[src/rtl/kmeans_pkg.sv]
// Shared definitions for the k-means sequencer: data widths, per-core control bit
// positions and the sequencer state encoding.
package kmeans_pkg;

  localparam int PIX_W  = 24;
  localparam int DIST_W = 10;

  // Per-core control field, packed as {enable,compareOnly,isClosest,updateMean,allMeansStable}
  localparam int CTRL_W         = 5;
  localparam int CTRL_ALLSTABLE = 0;
  localparam int CTRL_UPDATE    = 1;
  localparam int CTRL_CLOSEST   = 2;
  localparam int CTRL_CMPONLY   = 3;
  localparam int CTRL_EN        = 4;

  typedef enum logic [2:0] {
    S_IDLE,
    S_FETCH,
    S_ISSUE,
    S_COMPARE,
    S_ACCUM,
    S_UPDATE,
    S_CHECK,
    S_DONE
  } seq_state_e;

  // Keeps the address bus at least one bit wide for single-pixel frames.
  function automatic int addr_width(input int npix);
    return (npix > 1) ? $clog2(npix) : 1;
  endfunction

endpackage

[src/rtl/kmeans_argmin.sv]
// Combinational argmin over K unsigned distances; the lowest index wins on ties.
module kmeans_argmin #(
  parameter int K      = 4,
  parameter int DIST_W = 10,
  parameter int IDX_W  = $clog2(K)
) (
  input  logic [K*DIST_W-1:0] distance,
  output logic [IDX_W-1:0]    index
);

  logic [DIST_W-1:0] best;

  always_comb begin
    best  = distance[0 +: DIST_W];
    index = '0;
    // Strict less-than keeps the earlier (lower) index when distances are equal.
    for (int i = 1; i < K; i++) begin
      if (distance[i*DIST_W +: DIST_W] < best) begin
        best  = distance[i*DIST_W +: DIST_W];
        index = IDX_W'(i);
      end
    end
  end

endmodule

[src/rtl/kmeans_sequencer.sv]
// Streams a frame to K k-means cores, labels each pixel with the nearest core and
// iterates mean updates until every core reports stable or the pass limit is reached.
module kmeans_sequencer #(
  parameter int  K        = 4,
  parameter int  PIX_W    = kmeans_pkg::PIX_W,
  parameter int  DIST_W   = kmeans_pkg::DIST_W,
  parameter int  NPIX     = 4096,
  parameter int  MAX_ITER = 16,
  localparam int AW       = kmeans_pkg::addr_width(NPIX),
  localparam int IW       = $clog2(MAX_ITER + 1),
  localparam int LW       = $clog2(K),
  localparam int CW       = kmeans_pkg::CTRL_W
) (
  input  logic                clk,
  input  logic                reset,
  input  logic                start,
  output logic [AW-1:0]       pixel_addr,
  input  logic [PIX_W-1:0]    pixel_rdata,
  output logic [PIX_W-1:0]    pixelOut,
  input  logic [K*DIST_W-1:0] core_distance,
  input  logic [K-1:0]        core_busy,
  input  logic [K-1:0]        core_stable,
  output logic [K*CW-1:0]     core_control,
  output logic [LW-1:0]       label_out,
  output logic                label_valid,
  output logic                label_final,
  output logic [IW-1:0]       iter_count,
  output logic                busy,
  output logic                done
);

  import kmeans_pkg::*;

  seq_state_e       state, state_nxt;
  logic [AW-1:0]    addr;
  logic [IW-1:0]    iter;
  logic [IW-1:0]    iter_inc;
  logic [K-1:0]     stable_q;
  logic [PIX_W-1:0] pix_q;
  logic [LW-1:0]    winner;
  logic             last_pix;
  logic             finish_now;

  kmeans_argmin #(
    .K      (K),
    .DIST_W (DIST_W),
    .IDX_W  (LW)
  ) u_argmin (
    .distance (core_distance),
    .index    (winner)
  );

  assign last_pix   = (addr == AW'(NPIX - 1));
  assign iter_inc   = (iter == IW'(MAX_ITER)) ? iter : iter + 1'b1;
  assign finish_now = (&stable_q) || (iter_inc == IW'(MAX_ITER));

  // NOTE: sequential state uses non-blocking assignments so every register samples
  // pre-edge values regardless of process evaluation order.
  always_ff @(posedge clk) begin
    if (!reset) begin
      state    <= S_IDLE;
      addr     <= '0;
      iter     <= '0;
      stable_q <= '0;
      pix_q    <= '0;
    end else begin
      state <= state_nxt;
      unique case (state)
        S_IDLE: if (start) begin
          addr     <= '0;
          iter     <= '0;
          stable_q <= '0;
        end
        S_ISSUE:  pix_q <= pixel_rdata;
        S_ACCUM:  if (!last_pix) addr <= addr + 1'b1;
        S_UPDATE: if (!(|core_busy)) stable_q <= core_stable;
        S_CHECK: begin
          iter <= iter_inc;
          addr <= '0;
        end
        default: ;
      endcase
    end
  end

  always_comb begin
    // NOTE: every output of this block gets a default first so no path infers a latch.
    state_nxt    = state;
    core_control = '0;
    label_out    = '0;
    label_valid  = 1'b0;
    label_final  = 1'b0;
    busy         = (state != S_IDLE);
    done         = 1'b0;

    unique case (state)
      S_IDLE:    if (start) state_nxt = S_FETCH;
      S_FETCH:   state_nxt = S_ISSUE;
      S_ISSUE:   state_nxt = S_COMPARE;
      S_COMPARE: begin
        state_nxt   = S_ACCUM;
        label_out   = winner;
        label_valid = 1'b1;
        label_final = (iter == IW'(MAX_ITER - 1));
      end
      S_ACCUM:   state_nxt = last_pix ? S_UPDATE : S_FETCH;
      S_UPDATE:  if (!(|core_busy)) state_nxt = S_CHECK;
      S_CHECK:   state_nxt = finish_now ? S_DONE : S_FETCH;
      S_DONE: begin
        state_nxt = S_IDLE;
        done      = 1'b1;
      end
      default:   state_nxt = S_IDLE;
    endcase

    for (int i = 0; i < K; i++) begin
      core_control[i*CW + CTRL_EN]        = busy;
      core_control[i*CW + CTRL_CMPONLY]   = 1'b0;
      core_control[i*CW + CTRL_CLOSEST]   = (state == S_COMPARE) && (winner == LW'(i));
      core_control[i*CW + CTRL_UPDATE]    = (state == S_COMPARE) && last_pix;
      core_control[i*CW + CTRL_ALLSTABLE] = (state == S_DONE);
    end
  end

  assign pixel_addr = addr;
  assign pixelOut   = pix_q;
  assign iter_count = iter;

endmodule
[config.mk]
export PLATFORM = sky130hd
export DESIGN_NAME = kmeans_sequencer
export DESIGN_NICKNAME = d
export VERILOG_FILES = /design/src/rtl/kmeans_pkg.sv /design/src/rtl/kmeans_argmin.sv /design/src/rtl/kmeans_sequencer.sv
export SDC_FILE = /design/constraint.sdc
export NUM_CORES = 1
export LEC_CHECK = 0
export CORE_ASPECT_RATIO = 0.5
export CORE_MARGIN = 4
export CORE_UTILIZATION = 60
export CTS_BUF_LIST = sky130_fd_sc_hd__clkbuf_8
export DETAILED_ROUTE_END_ITERATION = 6
export DONT_BUFFER_PORTS = 1
export GPL_TIMING_DRIVEN = 1
export PLACE_DENSITY_LB_ADDON = 0.05
export SLEW_MARGIN = 15
export SYNTH_ARGS = -nofsm -noshare
export SYNTH_HDL_FRONTEND = slang
export SYNTH_HIERARCHICAL = 1
export SYNTH_SLANG_ARGS = --single-unit
[constraint.sdc]
create_clock -name clk -period 12.4 [get_ports clk]
set_clock_uncertainty 0.15 [all_clocks]
set_input_delay 0.62 -clock clk [delete_from_list [all_inputs] [get_ports clk]]
set_output_delay 0.62 -clock clk [all_outputs]
set_load 0.005 [all_outputs]
After elaboration in Yosys (flattened, before gate mapping)
Cells that the tools add are included.
{"block": "word_totals", "ff_bits": 48, "in_bits": 75}
{"block": "op_classes", "addsub": 2, "eq_ne": 17, "magnitude_cmp": 3, "reduce_logical": 18, "n_mux": 23}
{"cell": "$pmux 12 s3", "count": 1}
{"cell": "$lt 10x10->1", "count": 3}
{"cell": "$mux 12", "count": 2}
{"cell": "$pmux 3 s8", "count": 1}
{"cell": "$mux 10", "count": 2}
{"cell": "$add 12x1->12 const B", "count": 1}
{"cell": "$eq 12x12->1 const B", "count": 1}
{"cell": "$eq 3x3->1 const B", "count": 4}
{"cell": "$mux 3", "count": 4}
{"cell": "$eq 5x5->1 const B", "count": 2}
{"cell": "$mux 5", "count": 2}
{"cell": "$pmux 5 s2", "count": 1}
{"cell": "$mux 4", "count": 2}
{"cell": "$pmux 4 s2", "count": 1}
{"cell": "$eq 3x2->1 const B", "count": 2}
{"cell": "$mux 2", "count": 3}
{"cell": "$ne 2x2->1 const B", "count": 3}
{"cell": "$reduce_and 3->1", "count": 2}
{"cell": "$reduce_bool 3->1", "count": 2}
{"cell": "$add 5x1->5 const B", "count": 1}
{"cell": "$eq 5x4->1 const B", "count": 1}
{"cell": "$logic_and 1x1->1", "count": 5}
{"cell": "$eq 2x2->1 const B", "count": 2}
{"cell": "$mux 1", "count": 4}
{"cell": "9 further kinds", "count": 11}

Longest topological paths before layout
{"block": "depth", "ltp_word": 8, "mapped_depth": 26, "depth_no_buf": 25}

By module
The synthesis kept the hierarchy.
{"module": "kmeans_sequencer", "cells_each": 299, "instances": 1, "area_per_inst_um2": 2383.5}
{"module": "kmeans_argmin", "cells_each": 126, "instances": 1, "area_per_inst_um2": 934.6}

Worst setup path before layout
OpenSTA, ideal clock, no wires.
{"block": "synth_path", "kind": "input -> output", "startpoint": "input core_distance[3]", "endpoint": "output core_control[7]", "slack_ns": 6.571, "arrival_time_ns": 5.059, "t_required_ns": 11.630, "n_path_buf": 2, "path_stages": 26, "path_cell_list": "inv_1 ha_1 a21o_1 a21oi_2 o31ai_1 nor2_1 buf_2 a21oi_1 ha_1 a21oi_1 o21a_1 o221a_2 nand2_1 o21a_1 buf_6 mux2_4 ha_1 a41oi_1 o21ai_0 a21oi_1 nor2_1 a211oi_1 o21ai_0 a21bo_2 and2_1 nor2b_1"}
{"block": "synth_between", "elab_chain_len": 8, "word_cells_on_any_way": 10, "cone_classes": "3 x order compare; 1 x eq/ne; 5 x mux; 1 x reduce/logical"}
{"element": "start: declaration", "line_no": "kmeans_sequencer.sv:20", "text": "input logic [K*DIST_W-1:0] core_distance,"}
{"element": "$lt 10x10->1", "line_no": "kmeans_argmin.sv:18", "text": "if (distance[i*DIST_W +: DIST_W] < best) begin"}
{"element": "$mux 10", "line_no": "kmeans_argmin.sv:18"}
{"element": "$lt 10x10->1", "line_no": "kmeans_argmin.sv:18"}
{"element": "$mux 10", "line_no": "kmeans_argmin.sv:18"}
{"element": "$lt 10x10->1", "line_no": "kmeans_argmin.sv:18"}
{"element": "$mux 2 *", "line_no": "kmeans_argmin.sv:18"}
{"element": "named net winner[0]", "line_no": "kmeans_sequencer.sv:40", "text": "logic [LW-1:0] winner;"}
{"element": "$eq 2x1->1 *", "line_no": "kmeans_sequencer.sv:119", "text": "core_control[i*CW + CTRL_CLOSEST] = (state == S_COMPARE) && (winner == LW'(i));"}
{"element": "$logic_and 1x1->1 *", "line_no": "kmeans_sequencer.sv:119"}
{"element": "end: declaration", "line_no": "kmeans_sequencer.sv:23", "text": "output logic [K*CW-1:0] core_control,"}
The timed path passes the listed nets; every way through them passes the cells marked *.

Worst setup path after layout
Same ends and word-level chain as after synthesis.

==> results.sh <==
export IMPL_status="complete, no violations"
export IMPL_hold_path_class="input port to flop"
export IMPL_nets=509
export IMPL_holdCritStartpoint="pixel_rdata[10]"
export IMPL_dr_pass1_iters=4
export IMPL_ys_warn_count=6
export IMPL_clk_pin_slew_worst_paths_ps=90
export IMPL_port_buffers=0
export IMPL_routabilityCongestion=0.887
export IMPL_rsz0062_at_grt="no"
export IMPL_grtUsageTotal_pct=22.1
export IMPL_drive_above_1_share_pct=7.67
export IMPL_synthCells=425
export IMPL_critPathRequiredTime_ps=11630
export IMPL_wl_um=7830
export IMPL_cp_top_family="compound AO/OA/AOI/OAI gates"
export IMPL_fin_util_pct=64.9
export IMPL_cts_tree="yes"
export IMPL_clock_latency_ps=290
export IMPL_cp_start_kind="input port"
export IMPL_drtIter0Drc=225
export IMPL_design_core_area_sq_um=5130
export IMPL_io_pins=142
export IMPL_antenna_found_initial=0
export IMPL_ys_types=58
export IMPL_timing_rr_start="iter_count[0]"
export IMPL_wl_per_cell_um=16.5
export IMPL_row_count=18
export IMPL_fillerInstances=473
export IMPL_final_common_cell="nand2_1"
export IMPL_p_leak_nw=1.32
export IMPL_crit_start="core_distance[3]"
export IMPL_dieArea_sq_um=6860
export IMPL_ys_ff_latch=48
export IMPL_worst_setup_path_end_kind="primary output"
export IMPL_cts_sinks=48
export IMPL_synthArstFlopShare_pct=0
export IMPL_via_per_inst=6.05
export IMPL_ys_seq_area_share_pct=29.0
export IMPL_synth_avg_cell_area_sq_um=7.81
export IMPL_multi_input_area_sq_um=2060
export IMPL_final_cell_mix="69 x nand2_1, 58 x a21oi_1, 48 x dfxtp_1"
export IMPL_slew_viol_final=0
export IMPL_finalSetupTns_ps=0
export IMPL_seq_area_sq_um=961
export IMPL_path_class="input port to primary output"
export IMPL_grt_pass1_vias=2611
export IMPL_pwr_density_cell_nw_per_um2=107
export IMPL_crit_fanout=19
export IMPL_drc=0
export IMPL_max_freq_ghz=0.147
export IMPL_cpPeakStageDelay_ps=800
export IMPL_die_x_um=113
export IMPL_peakVddDrop_mv=0.0713
export IMPL_cap_violations=0
export IMPL_crit_slowest_cell="nor2_1"
export IMPL_maxSlewHeadroom_pct=30.2
export IMPL_synth_ff_type="dfxtp_1"
export IMPL_ant_nets=0
export IMPL_placed_cell_area_sq_um=3230
export IMPL_fin_crit_ps=6790
export IMPL_fin_area_sq_um=3330
export IMPL_crit_buf_inv=1
export IMPL_grt_start_max_net_pins=38
export IMPL_cts_root_buf="clkbuf_8"
export IMPL_arrival_ps=6020
export IMPL_final_hold_violation_count=0
export IMPL_cts_buffer_depth=2
export IMPL_finalSetupViolCount=0
export IMPL_tightestPinTransition_ps=1040
export IMPL_min_period_over_period_pct=54.8
export IMPL_post_route_worst_setup_slack_ps=5610
export IMPL_grt_overflow=0
export IMPL_cts_resized=0
export IMPL_diodes=0
export IMPL_postCtsSetupBuffers=0
export IMPL_grt_pass1_wl_um=12400
export IMPL_postCtsHoldBufs=0
export IMPL_cts_buffers=5
export IMPL_dp_slack_ps=5640
export IMPL_synth_edf_count=0
export IMPL_die_y_um=60.6
export IMPL_h_tree_depth=2
export IMPL_hpwl_um=6250
export IMPL_num_vias=2868
export IMPL_start_util_pct=64.6
export IMPL_crit_chain="inv_1 -> ha_1 -> a21o_1 -> a21oi_2 -> o31ai_1 -> nor2_1 -> a21oi_1 -> ha_1 -> nand4_1 -> nor3_1 -> o21ai_0 -> nand2_1 -> o21a_1 -> mux2_4 -> ha_1 -> a41oi_1 -> o21ai_0 -> a21oi_1 -> nor2_1 -> a211oi_1 -> o21ai_0 -> a21bo_2 -> and2_1 -> nor2b_1"
export IMPL_mappedNetlistArea_sq_um=3320
export IMPL_areaGrowthSynthToFinish_pct=0.415
## metal layers
metal / GRT usage, % / wire (um) / up-vias
li1: - / - / 1441
met1: 27.7 / 3350 / 1312
met2: 38.6 / 3550 / 111
met3: 7.77 / 884 / 4
met4: 2.91 / 42 / 0
met5: 0 / 0 / -
## cells in the mapped netlist (all sizes together) (6+ instances only)
cell type,count,area (sq um)
o31ai,7,52.6
mux2,9,131
nor3,6,40.0
dfxtp,48,961
nor4,6,52.6
ha,31,388
nand3,7,35.0
nor2,21,78.8
clkbuf,12,45.0
a21oi,59,299
or4,7,52.6
buf,21,151
inv,31,116
o21ai,20,100
nand2,69,259
## stage by stage
step	hold WS, ps	power [mW]	instances
floorplan	299	0.253	428
global placement	308	0.259	466
detailed placement	317	0.263	466
CTS	294	0.360	474
global route	284	0.381	474
finish	299	0.357	474
## where the power goes
group	total, mW	leakage [nW]	internal [mW]	switching (mW)
Sequential	0.169	0.389	0.161	0.00820
Combinational	0.0911	0.883	0.0393	0.0519
Clock	0.0974	0.0434	0.0452	0.0522
## cells by family after synthesis
| family | Yosys count | share of synthesized area [%] |
|---|---|---|
| other | 1 | 0.113 |
| flip-flops | 48 | 29.0 |
| multiplexers | 10 | 4.26 |
| AO/OA/AOI/OAI | 115 | 20.7 |
| adder cells (fa/ha/maj) | 31 | 11.7 |
| XOR/XNOR | 3 | 0.792 |
| AND/OR/NAND/NOR | 152 | 23.9 |
| buffers and inverters | 65 | 9.54 |
## layout make-up
class                           count  area share (%)
Multi-Input combinational cell    315            61.8
Sequential cell                    48            28.8
Inverter                           32            3.60
Tap cell                           70            2.63
Clock buffer                        6            2.48
Clock inverter                      2           0.451
Timing Repair Buffer                1           0.225
## state kept, by name, indices dropped and copies added (netlist names)
name        cells
state           3
pixel_addr     12
pixelOut       24
stable_q        4
iter_count      5
## final timing paths
| check | slack [ps] | cells past startpoint | endpoint |
|---|---|---|---|
| worst max-delay path | 5610 | 24 | core_control[7] |
| worst min-delay path | 300 | 2 | pixelOut[10] |
| worst max register to register | 9990 | 6 | state[1] |
| worst min register to register | 330 | 2 | pixelOut[22] |
No activity file was read; power rests on OpenSTA's default activity.
